**src/rtl/fifo_arb_pkg.sv**
```systemverilog
// Shared types and helpers for the round-robin FIFO write arbiter.
package fifo_arb_pkg;

  typedef enum logic {
    ARB_IDLE,
    ARB_LOCKED
  } arb_state_e;

  // Width of the per-grant beat counter; at least one bit even for MaxBurst=1.
  function automatic int cnt_width(input int max_burst);
    return (max_burst <= 1) ? 1 : $clog2(max_burst);
  endfunction

endpackage

```
**src/rtl/fifo_wr_arbiter_rr_pick.sv**
```systemverilog
// Combinational round-robin picker: first set request strictly after ptr, wrapping.
module rr_pick #(
  parameter int NumReq  = 4,
  parameter int IdWidth = $clog2(NumReq)
) (
  input  logic [NumReq-1:0]  req,
  input  logic [IdWidth-1:0] ptr,
  output logic [NumReq-1:0]  gnt_onehot,
  output logic [IdWidth-1:0] gnt_idx,
  output logic               any
);

  // Scan (ptr+1 .. ptr+NumReq) mod NumReq and keep the first hit.
  always_comb begin
    int unsigned idx;
    idx        = 0;
    gnt_onehot = '0;
    gnt_idx    = '0;
    any        = 1'b0;
    for (int unsigned i = 1; i <= NumReq; i++) begin
      idx = (int'(ptr) + i) % NumReq;
      if (!any && req[idx]) begin
        any             = 1'b1;
        gnt_idx         = IdWidth'(idx);
        gnt_onehot[idx] = 1'b1;
      end
    end
  end

endmodule

```
**src/rtl/fifo_wr_arbiter.sv**
```systemverilog
// Round-robin write arbiter: one requester at a time owns the FIFO write port
// for one packet (capped at MaxBurst beats); beats pass through combinationally.
module fifo_wr_arbiter
  import fifo_arb_pkg::*;
#(
  parameter  int NumReq    = 4,
  parameter  int DataWidth = 8,
  parameter  int MaxBurst  = 4,
  localparam int IdWidth   = $clog2(NumReq)
) (
  input  logic                          clk_i,
  input  logic                          reset_ni,
  input  logic [NumReq-1:0]             req_valid_i,
  input  logic [NumReq-1:0]             req_last_i,
  input  logic [NumReq*DataWidth-1:0]   req_data_i,
  output logic [NumReq-1:0]             req_ready_o,
  output logic                          wvalid_o,
  input  logic                          wready_i,
  output logic [DataWidth-1:0]          data_o,
  output logic [IdWidth-1:0]            id_o,
  output logic [NumReq-1:0]             grant_o,
  output logic                          busy_o
);

  localparam int CntWidth = cnt_width(MaxBurst);

  arb_state_e           r_state;
  arb_state_e           w_state_nxt;
  logic [NumReq-1:0]    r_grant;
  logic [IdWidth-1:0]   r_gidx;
  logic [IdWidth-1:0]   r_rr_ptr;
  logic [CntWidth-1:0]  r_beat_cnt;

  logic [NumReq-1:0]    w_pick_onehot;
  logic [IdWidth-1:0]   w_pick_idx;
  logic                 w_pick_any;
  logic                 w_locked;
  logic                 w_hs;
  logic                 w_release;

  rr_pick #(
    .NumReq  (NumReq),
    .IdWidth (IdWidth)
  ) u_rr_pick (
    .req        (req_valid_i),
    .ptr        (r_rr_ptr),
    .gnt_onehot (w_pick_onehot),
    .gnt_idx    (w_pick_idx),
    .any        (w_pick_any)
  );

  assign w_locked  = (r_state == ARB_LOCKED);
  assign w_hs      = w_locked & req_valid_i[r_gidx] & wready_i;
  assign w_release = w_hs & (req_last_i[r_gidx] |
                             (r_beat_cnt == CntWidth'(MaxBurst - 1)));

  // State register.
  always_ff @(posedge clk_i or negedge reset_ni) begin
    if (!reset_ni) r_state <= ARB_IDLE;
    else           r_state <= w_state_nxt;
  end

  // Next state: lock on any request, unlock on last beat or burst cap.
  always_comb begin
    w_state_nxt = r_state;
    case (r_state)
      ARB_IDLE:   if (w_pick_any) w_state_nxt = ARB_LOCKED;
      ARB_LOCKED: if (w_release)  w_state_nxt = ARB_IDLE;
      default:    w_state_nxt = ARB_IDLE;
    endcase
  end

  // Grant, round-robin pointer and beat counter bookkeeping.
  always_ff @(posedge clk_i or negedge reset_ni) begin
    if (!reset_ni) begin
      r_grant    <= '0;
      r_gidx     <= '0;
      r_rr_ptr   <= IdWidth'(NumReq - 1);
      r_beat_cnt <= '0;
    end else if (!w_locked && w_pick_any) begin
      r_grant    <= w_pick_onehot;
      r_gidx     <= w_pick_idx;
      r_beat_cnt <= '0;
    end else if (w_release) begin
      r_rr_ptr   <= r_gidx;
      r_grant    <= '0;
      r_beat_cnt <= '0;
    end else if (w_hs) begin
      r_beat_cnt <= r_beat_cnt + CntWidth'(1);
    end
  end

  // Pass-through muxes from the granted requester; everything zero when idle.
  always_comb begin
    req_ready_o = '0;
    wvalid_o    = 1'b0;
    data_o      = '0;
    id_o        = '0;
    if (w_locked) begin
      wvalid_o            = req_valid_i[r_gidx];
      req_ready_o[r_gidx] = wready_i;
      data_o              = req_data_i[r_gidx*DataWidth +: DataWidth];
      id_o                = r_gidx;
    end
  end

  assign grant_o = r_grant;
  assign busy_o  = w_locked;

endmodule
```
**config.mk**
```make
export PLATFORM = sky130hd
export DESIGN_NAME = fifo_wr_arbiter
export DESIGN_NICKNAME = d
export VERILOG_FILES = /design/src/rtl/fifo_arb_pkg.sv /design/src/rtl/fifo_wr_arbiter_rr_pick.sv /design/src/rtl/fifo_wr_arbiter.sv
export SDC_FILE = /design/constraint.sdc
export NUM_CORES = 1
export LEC_CHECK = 0
export BUFFER_PORTS_ARGS = -buffer_cell sky130_fd_sc_hd__buf_4
export CAP_MARGIN = 20
export CORE_UTILIZATION = 44
export CTS_BUF_LIST = sky130_fd_sc_hd__clkbuf_4
export CTS_CLUSTER_DIAMETER = 60
export CTS_CLUSTER_SIZE = 14
export DETAILED_ROUTE_END_ITERATION = 16
export PLACE_DENSITY = 0.77
export SLEW_MARGIN = 20
export SYNTH_ARGS = -nofsm -noshare
export SYNTH_HDL_FRONTEND = slang
export SYNTH_SLANG_ARGS = --single-unit
```
**constraint.sdc**
```tcl
create_clock -name clk_i -period 2.57 [get_ports clk_i]
set_clock_uncertainty 0.15 [all_clocks]
set_input_delay 0 -clock clk_i [delete_from_list [all_inputs] [get_ports clk_i]]
set_output_delay 0 -clock clk_i [all_outputs]
set_load 0.02 [all_outputs]
```
---- Yosys cells after proc, flatten, opt, wreduce, memory -nomap -nowiden ----
Cells that the tools add are included.
operators by class
  add/sub/neg operators ................... 5
  multipliers ............................. 0
  div/mod/pow operators ................... 0
  order comparisons ....................... 10
  equality and inequality tests ........... 1
  shift operators ......................... 1
  muxes and demuxes ....................... 46
  bitwise operators ....................... 10
  reduce and logical (&&, ||, !) cells .... 16
operator list
  operator                                              number
  indexed part select 32 x 6 -> 8 bit                   1
  2-to-1 mux 4 bit                                      7
  2-to-1 mux 1 bit                                      18
  2-to-1 mux 2 bit                                      8
  < comparator 2 x 3 -> 1 bit (second input constant)   5
  binary-select mux 1 bit (select 2 bit)                6
  OR 4 bit                                              3
  demux 1 bit (select 2 bit)                            5
  >= comparator 2 x 1 -> 1 bit (second input constant)  5
  logical AND 1 bit                                     9
  2-to-1 mux 8 bit                                      1
  adder 2 x 1 -> 2 bit (second input constant)          3
  adder 2 bit (second input constant)                   2
  bitwise AND 4 bit                                     1
  logical NOT 1 bit                                     4
  bitwise AND 1 bit                                     3
  nonzero test 3 bit                                    1
  == test 2 bit (second input constant)                 1
  inverter 1 bit                                        2
  one-hot mux 1 bit (2 select lines)                    1
  AND reduction 2 bit                                   1
  nonzero test 2 bit                                    1
  OR 1 bit                                              1
word-level totals
  flip-flop bits (word level) ............. 11
  latch bits .............................. 0
  RAM bits ................................ 0
  memory bits (read-only) ................. 0
  output and inout port bits .............. 20
  logic and storage cells ................. 94
  memories kept ........................... 0

---- Logic depth before layout (Yosys ltp) ----
Gate-level depths: netlist of the first run.
  depth after elaboration ................. 16
  mapped depth ............................ 9

---- Hierarchy ----
Synthesis of the first run repeated with hierarchy kept, for this count alone.
unflattened totals
  cells, all modules ...................... 152
  area total of the unflattened synthesis .. 1395.1 µm²
modules (own cells, without submodules)
  module           instances  cells each  area each (µm²)  sequential area each (µm²)
  fifo_wr_arbiter  1          84          869.6            277.8
  rr_pick          1          68          525.5            0.0

---- Worst setup path after synthesis of the first run ----
No wires, ideal clock.
  path kind ............................... reg-to-reg
  start ................................... reg r_rr_ptr[1]
  end ..................................... reg r_grant[0] (netlist: grant_o[0])
  library setup time ...................... 126 ps
  data arrival time ....................... 2106 ps
  path slack .............................. 188 ps
  cell stages (with the launch flop) ...... 10
  buffers on the path ..................... 2
  clock period less this slack ............ 2382 ps
  cell sequence ........................... dfstp_2 > buf_2 > inv_1 > ha_1 > buf_2 > mux2i_1 > mux2_2 > o21ai_0 > a31oi_1 > a221o_1
between the ends
  cells in the longest elaborated chain, start to end .. 15
  elaborated cells on any way between the ends .. 52
ends and longest elaborated chain
  element                                                               RTL line               RTL
  start, declared                                                       fifo_wr_arbiter.sv:31  logic [IdWidth-1:0] r_rr_ptr;
  start signal, assigned                                                fifo_wr_arbiter.sv:78  r_rr_ptr <= IdWidth'(NumReq - 1);
  start signal, assigned                                                fifo_wr_arbiter.sv:85  r_rr_ptr <= r_gidx;
  branches (longest 15 deep; another with < comparator 2 x 3 -> 1 bit)  n/a
  end signal, assigned                                                  fifo_wr_arbiter.sv:81  r_grant <= w_pick_onehot;
  end, declared                                                         fifo_wr_arbiter.sv:29  logic [NumReq-1:0] r_grant;
Several ways; the timed one is not identified. The select of a mux whose other input is x is not followed.
A chain may end at the register's enable or synchronous reset.

---- Worst setup path in the final report of the first run ----
  start ................................... reg r_rr_ptr[0]
  end ..................................... reg r_grant[3] (netlist: grant_o[3])
Same word-level chain as after synthesis.

==> results.py, run 1 <==
metrics = {
    "timing": {
        "worst_pin_slew_ps": 537,
        "tns_ps": 0,
        "fmax_ghz": 0.419,
        "period_share": 0.930,
        "hold_violations": 0,
        "fin_ws_ps": 181,
        "final_max_slew_viol_count": 0,
        "relSlewSlack": 0.639,
        "rsz0062_at_grt": "false",
        "setup-violations-final": 0,
        "layout_min_cycle_time_ps": 2390,
    },
    "routing": {
        "vias": 1353,
        "wl_met3_um": 263,
        "vias_per_cell": 5.76,
        "drt_iter0_markers": 60,
        "dr_wl_met2_um": 1800,
        "wirelength_met1_um": 1320,
        "wl_um": 3400,
        "ant_nets": 0,
        "routedWlPerCell_um": 14.5,
        "topRoutingLayerUsed": "met4",
        "drtPass1Iterations": 12,
        "drc": 9,
    },
    "setup_path": {
        "path_delay_family": "flip-flops",
        "cp-end-kind": "flip-flop",
        "criticalPathCategory": "flip-flop to flip-flop",
        "worstPathBufferInverterCount": 1,
        "path_max_fanout": 8,
        "slowest_delay_ps": 540,
        "arrival_ps": 2390,
        "cp_cell_sequence": "inv_1 -> ha_1 -> mux2i_1 -> mux2_2 -> o21ai_0 -> a31oi_1 -> a221o_1",
        "cp_slowest_cell": "dfstp_2",
        "worstPathRequired_ps": 2570,
        "startpoint_type": "flip-flop",
    },
    "place": {
        "hpwlAfterDp_um": 2760,
        "post_dp_cell_area_mm2": 0.00182,
        "post-place-ws_ps": 227,
        "gp_congestion": 0.787,
        "portBuffers": 62,
    },
    "global_routing": {
        "grt_pass1_vias": 1285,
        "track_usage": 0.219,
        "grt.overflow.total": 0,
        "grt_pass1_wl_um": 5710,
        "grt_max_degree": 18,
        "antenna_found_initial": 0,
    },
    "die": {
        "rows": 19,
        "initial_core_util": 0.476,
        "dieHeight_um": 57.3,
        "core_mm2": 0.00283,
        "io_pins": 63,
        "die_area_mm2": 0.00329,
        "fp.dieW_um": 57.3,
    },
    "cts": {
        "clk-insertion-delay-late_ps": 270,
        "cts_tree": "done",
        "clkTransAtPathRegs_ps": 80,
        "htree_levels": 1,
        "cts_buffers": 3,
        "post_cts_buffers": 0,
        "cts_buffer_depth": 2,
        "cts_root_buf": "clkbuf_4",
        "cts.sinks": 11,
    },
    "outcome": {
        "status": "finished, violations left",
        "violations": "DRC",
    },
    "yosys": {
        "synth-edff-count": 0,
        "yosysSeqAreaShare": 0.206,
        "synth_area_mm2": 0.00135,
        "synth_async_sr_flop_share": 1.00,
        "synth_cell_types": 44,
        "postSynthAreaPerCell_um2": 9.49,
        "yosys_warnings": 0,
        "ys_seq_elements": 11,
        "syn_inst": 142,
        "synth_ff_type": "dfrtp_1",
        "synth_nets": 194,
    },
    "pwr": {
        "power_density_mw_per_mm2": 1070,
        "leakage_uw": 0.000873,
        "ir_worst_vdd_mv": 0.622,
    },
    "cells_and_area": {
        "syn_to_final_growth_pct": 39.5,
        "antenna_cells": 0,
        "drive_above_1_share": 0.451,
        "fill_cells": 231,
        "final_area_mm2": 0.00188,
        "multi_input_area_um2": 987,
        "seqCellArea_um2": 278,
        "layout.nets": 257,
    },
    "min_path": {
        "hold_path_class": "input pin to asynchronous set/reset pin",
    },
    "job": {
        "cap_viol_max_count": 0,
    },
}
## Yosys cell counts (4+ instances only)
| master | number | area [um2] |
|---|---|---|
| a221o_1 | 4 | 40.0 |
| a31oi_1 | 5 | 31.3 |
| mux2_2 | 5 | 56.3 |
| ha_1 | 9 | 113 |
| inv_1 | 6 | 22.5 |
| and2_1 | 11 | 68.8 |
| o211ai_1 | 4 | 30.0 |
| nand2_1 | 4 | 15.0 |
| mux2i_1 | 9 | 90.1 |
| dfrtp_1 | 9 | 225 |
| buf_2 | 6 | 30.0 |
| mux4_2 | 8 | 180 |
| o21ai_0 | 14 | 70.1 |
| nor2_1 | 9 | 33.8 |
| a21oi_1 | 6 | 30.0 |
## where the power goes
group          switching, uW  internal, uW
Combinational            811           736
Sequential              91.9           253
Clock                   57.3          57.5
Total                    961          1050
## sequential cells by signal (all words and copies together), names as in the netlist
signal,flops
r_beat_cnt,2
r_rr_ptr,2
grant_o,4
busy_o,1
r_gidx,2
## stage by stage
stage	instances	power, uW	util	hold WS, ps
5_1_grt	235	2170	0.664	65.1
4_1_cts	235	2020	0.664	44.7
3_3_place_gp	228	1850	0.644	-312
2_1_floorplan	142	1430	-	-446
6_report	235	2010	0.664	67.5
3_5_place_dp	228	1890	0.644	-310
## final timing paths
kind	startpoint	end	slack (ps)	depth (start not counted)
max	r_rr_ptr[0]	grant_o[3]	180	7
min	reset_ni	r_rr_ptr[0]	70	2
max reg2reg	r_rr_ptr[0]	grant_o[3]	180	7
min reg2reg	grant_o[0]	grant_o[0]	360	1
max in group asynchronous	reset_ni	grant_o[2]	1380	3
min in group clk_i	req_valid_i[1]	busy_o	70	3
## layout by cell type (no fill, tap or decap), drive strengths merged, types with 5 or more instances in the layout
master,synthesis,final
mux2i,9,9
buf,10,66
ha,9,9
mux4,8,8
a31oi,5,5
and2,12,12
a21oi,6,6
nor2,10,10
inv,6,6
mux2,5,5
dfrtp,9,9
o21ai,14,14
## per-layer routing
layer | global-route usage | vias to the layer above
met5 | 0 | -
met4 | 0.0697 | 0
met3 | 0.0385 | 2
met2 | 0.405 | 63
met1 | 0.254 | 631
li1 | - | 657
## cell type report
type | count | area share
Inverter | 6 | 0.0120
Sequential cell | 11 | 0.148
Multi-Input combinational cell | 114 | 0.525
Clock inverter | 1 | 0.00266
Timing Repair Buffer | 69 | 0.280
Tap cell | 31 | 0.0206
Clock buffer | 3 | 0.0120
## logic make-up after synthesis
group           Yosys count  share of synthesized area
buf+inv                  17                     0.0613
fa+ha+maj                 9                     0.0836
simple gates             42                      0.185
flops                    11                      0.206
xor+xnor                  1                    0.00650
compound gates           40                      0.215
mux                      22                      0.242
## repair_timing
action | CTS | global route
hold buffers | 3 | 0
resized for setup | 0 | 0
endpoints found under the hold margin | 12 | 0
(Power assumes the default switching activity.)
==> run 2, diff against run 1 <==
CORE_UTILIZATION = 52   (was 44)
PLACE_DENSITY = 0.86   (was 0.77)
clock period = 2.85 ns   (was 2.57 ns; I/O delays follow)
==> results.py, run 2 (synthesis results as in run 1) <==
metrics = {
    "global_routing": {
        "grt.overflow.total": 0,
        "grt_pass1_vias": 1301,
        "grt_max_degree": 18,
        "antenna_found_initial": 0,
        "grt_pass1_wl_um": 5780,
        "track_usage": 0.284,
    },
    "cells_and_area": {
        "largest_reg_flops": 4,
        "drive_above_1_share": 0.453,
        "layout.nets": 256,
        "final_area_mm2": 0.00187,
        "antenna_cells": 0,
        "syn_to_final_growth_pct": 38.8,
        "final_cell_mix": "buf_4, o21ai_0, and2_1",
        "final_common_cell": "buf_4",
    },
    "die": {
        "rows": 18,
        "die_area_mm2": 0.00280,
        "dieHeight_um": 52.9,
        "core_mm2": 0.00245,
        "fp.dieW_um": 52.9,
        "io_pins": 63,
        "initial_core_util": 0.549,
    },
    "timing": {
        "fin_ws_ps": 415,
        "setup-violations-final": 0,
        "worst_pin_slew_ps": 464,
        "layout_min_cycle_time_ps": 2430,
        "hold_violations": 0,
        "period_share": 0.854,
        "rsz0062_at_grt": "false",
        "fmax_ghz": 0.411,
        "relSlewSlack": 0.688,
        "final_max_slew_viol_count": 0,
        "tns_ps": 0,
    },
    "cts": {
        "cts_root_buf": "clkbuf_4",
        "post_cts_buffers": 0,
        "cts_buffers": 3,
        "post_cts_resized": 0,
        "htree_levels": 1,
        "holdBufCountCts": 2,
        "cts.sinks": 11,
        "cts_buffer_depth": 2,
        "clkTransAtPathRegs_ps": 80,
        "clk-insertion-delay-late_ps": 270,
        "cts_tree": "done",
    },
    "place": {
        "hpwlAfterDp_um": 2940,
        "post_dp_cell_area_mm2": 0.00182,
        "gp_congestion": 0.796,
        "post-place-ws_ps": 481,
        "portBuffers": 62,
    },
    "setup_path": {
        "cp-end-kind": "flip-flop",
        "worstPathRequired_ps": 2850,
        "arrival_ps": 2440,
        "criticalPathCategory": "flip-flop to flip-flop",
        "startpoint_type": "flip-flop",
        "path_max_fanout": 8,
    },
    "routing": {
        "drt_iter0_markers": 22,
        "ant_nets": 0,
        "vias": 1353,
        "drtPass1Iterations": 4,
        "vias_per_cell": 5.81,
        "wl_um": 3730,
        "drc": 0,
        "routedWlPerCell_um": 16.0,
    },
    "outcome": {
        "status": "completed",
    },
    "job": {
        "cap_viol_max_count": 0,
    },
    "pwr": {
        "ir_worst_vdd_mv": 0.655,
        "power_density_mw_per_mm2": 986,
        "leakage_uw": 0.000869,
    },
    "min_path": {
        "hold_path_class": "input pin to flip-flop",
    },
}
## run 2: final timing paths
kind,startpoint,to,slack [ps],cells past startpoint
setup / recovery,r_rr_ptr[0],grant_o[1],420,7
hold / removal,req_valid_i[0],busy_o,10,3
setup reg to reg,r_rr_ptr[0],grant_o[1],420,7
hold reg to reg,grant_o[2],grant_o[2],380,1
max in group asynchronous,reset_ni,r_beat_cnt[1],1630,3
min in group asynchronous,reset_ni,r_rr_ptr[1],70,2
## run 2: worst max-delay path: stages (launching register included)
cell and delay [ps]:
dfstp_2 550, inv_1 130, ha_1 440, mux2i_1 180
mux2_2 340, o21ai_0 220, a31oi_1 60, a221o_1 260
## run 2: metrics by stage
stage	util	cells	hold slack, ps	total power (uW)
2_1_floorplan	-	142	-446	1290
3_3_place_gp	0.742	227	-314	1670
3_5_place_dp	0.742	227	-309	1720
4_1_cts	0.762	233	2.46	1850
5_1_grt	0.762	233	15.0	1980
6_report	0.762	233	11.9	1840
## run 2: layout make-up
cell class                      instances  area [um2]
Clock buffer                            4        30.0
Inverter                                6        22.5
Fill cell                             189         584
Tap cell                               30        37.5
Timing Repair Buffer                   68         515
Sequential cell                        11         278
Multi-Input combinational cell        114         987
## run 2: routing by layer
| metal | GRT usage | up-vias | part of all wire | wire length (um) |
|---|---|---|---|---|
| li1 | - | 656 | - | - |
| met1 | 0.336 | 627 | 0.40 | 1500 |
| met2 | 0.502 | 60 | 0.51 | 1900 |
| met3 | 0.0431 | 10 | 0.061 | 229 |
| met4 | 0.123 | 0 | 0.025 | 94 |
| met5 | 0 | - | 0 | 0 |
## run 2: report_power, final
part,internal [uW],switching (uW),leakage (uW),total (uW)
combinational,664,762,0.000718,1430
sequential,229,73.1,0.000133,302
clock,63.6,53.3,0.0000184,117
total,956,889,0.000869,1840
==> run 3, diff against run 2 <==
CORE_ASPECT_RATIO = 0.5   (was default)
CORE_UTILIZATION = 48   (was 52)
PLACE_DENSITY = 0.8   (was 0.86)
REMOVE_ABC_BUFFERS = 1   (was default)
clock period = 2.5 ns   (was 2.85 ns; I/O delays follow)
==> results.py, run 3 (synthesis results as in run 1) <==
metrics = {
    "timing": {
        "holdWs_ps": 78.4,
        "setup-violations-final": 0,
        "period_share": 0.941,
        "fmax_ghz": 0.425,
        "final_max_slew_viol_count": 0,
        "rsz0062_at_grt": "false",
        "worst_pin_slew_ps": 464,
        "hold_violations": 0,
        "layout_min_cycle_time_ps": 2350,
        "tns_ps": 0,
        "relSlewSlack": 0.689,
    },
    "job": {
        "cap_viol_max_count": 0,
    },
    "cts": {
        "cts_buffers": 3,
        "htree_levels": 1,
        "cts_tree": "done",
        "clkTransAtPathRegs_ps": 70,
        "clk-insertion-delay-late_ps": 260,
        "cts.sinks": 11,
        "post_cts_buffers": 0,
        "cts_buffer_depth": 2,
        "cts_root_buf": "clkbuf_4",
    },
    "global_routing": {
        "grt_max_degree": 18,
        "grt_pass1_wl_um": 5470,
        "track_usage": 0.237,
        "antenna_found_initial": 0,
        "grt_pass1_vias": 1182,
        "grt.overflow.total": 0,
    },
    "setup_path": {
        "worstPathBufferInverterCount": 1,
        "arrival_ps": 2350,
        "worstPathRequired_ps": 2500,
        "startpoint_type": "flip-flop",
        "cp_cell_sequence": "inv_1 -> ha_1 -> mux2i_1 -> mux2_2 -> o21ai_0 -> a31oi_1 -> a221o_1",
        "criticalPathCategory": "flip-flop to flip-flop",
        "cp-end-kind": "flip-flop",
        "cp_slowest_cell": "dfstp_2",
        "path_max_fanout": 8,
        "path_delay_family": "flip-flops",
        "slowest_delay_ps": 530,
    },
    "cells_and_area": {
        "final_area_mm2": 0.00190,
        "final_cell_mix": "buf_4, o21ai_0, and2_1",
        "syn_to_final_growth_pct": 40.9,
        "largest_reg_flops": 4,
        "fill_cells": 213,
        "drive_above_1_share": 0.449,
        "multi_input_area_um2": 987,
        "final_common_cell": "buf_4",
        "antenna_cells": 0,
        "seqCellArea_um2": 278,
        "layout.nets": 258,
        "finish.utilization": 0.721,
    },
    "routing": {
        "wl_um": 3390,
        "vias_per_cell": 5.53,
        "vias": 1339,
        "drt_iter0_markers": 14,
        "drtPass1Iterations": 4,
        "drc": 0,
        "routedWlPerCell_um": 14.0,
        "ant_nets": 0,
    },
    "pwr": {
        "ir_worst_vdd_mv": 0.548,
        "p_seq_frac": 0.168,
        "power_uw": 2080,
        "swShare": 0.475,
        "clock_power_share": 0.062,
        "leakage_uw": 0.000880,
        "power_switching_uw": 987,
        "comb_power_share": 0.770,
        "p_int_uw": 1090,
        "power_density_mw_per_mm2": 1090,
    },
    "die": {
        "initial_core_util": 0.511,
        "io_pins": 63,
        "dieHeight_um": 39.5,
        "die_area_mm2": 0.00304,
        "rows": 13,
        "core_mm2": 0.00264,
        "fp.dieW_um": 76.9,
    },
    "place": {
        "post_dp_cell_area_mm2": 0.00183,
        "portBuffers": 62,
        "hpwlAfterDp_um": 2740,
        "gp_congestion": 0.843,
    },
    "outcome": {
        "status": "completed",
    },
    "min_path": {
        "hold_path_class": "input pin to asynchronous set/reset pin",
    },
}
run 3: layout make-up:
type	instances	share of cell area
tap	37	0.0244
multi-input combinational	114	0.520
sequential	11	0.146
timing repair buffer	70	0.282
inverter	6	0.0119
clock buffer	4	0.0158
run 3: path summary, 6_finish.rpt:
check	from	endpoint	slack (ps)	cells after the start
setup / recovery	r_rr_ptr[0]	grant_o[0]	150	7
hold / removal	reset_ni	r_rr_ptr[1]	80	2
setup reg to reg	r_rr_ptr[0]	grant_o[0]	150	7
hold reg to reg	grant_o[3]	grant_o[3]	380	1
max in group asynchronous	reset_ni	grant_o[1]	1280	3
min in group clk_i	req_valid_i[2]	r_gidx[1]	100	3
run 3: per-layer routing:
metal	up-vias	share of wire	GRT usage
met5	-	0	0
met4	0	0	0.0433
met2	39	0.50	0.438
met1	641	0.46	0.295
li1	659	-	-
met3	0	0.044	0.0512
run 3: power by group through the flow:
stage | registers [uW] | clock network [uW] | logic [uW]
finish | 349 | 128 | 1600
global route | 365 | 141 | 1740
CTS | 349 | 133 | 1600
detailed placement | 352 | 0 | 1600
global placement | 350 | 0 | 1560
floorplan | 452 | 0 | 963
run 3: metrics by stage:
| stage | setup WS (ps) | instances |
|---|---|---|
| floorplan | 82.3 | 131 |
| global placement | 246 | 234 |
| detailed placement | 158 | 234 |
| CTS | 149 | 242 |
| global route | 30.8 | 242 |
| finish | 147 | 242 |
run 3: timing repair:
item                                   4_1_cts  5_1_grt
resized for setup                            0        0
endpoints found under the hold margin       12        0
hold buffers                                 4        0
run 3: worst register-to-register path, delay by kind of cell (launching register included):
kind	cells	cell delay [ps]
buf+inv	1	120
flops	1	530
compound gates	3	500
fa+ha+maj	1	430
mux	2	520
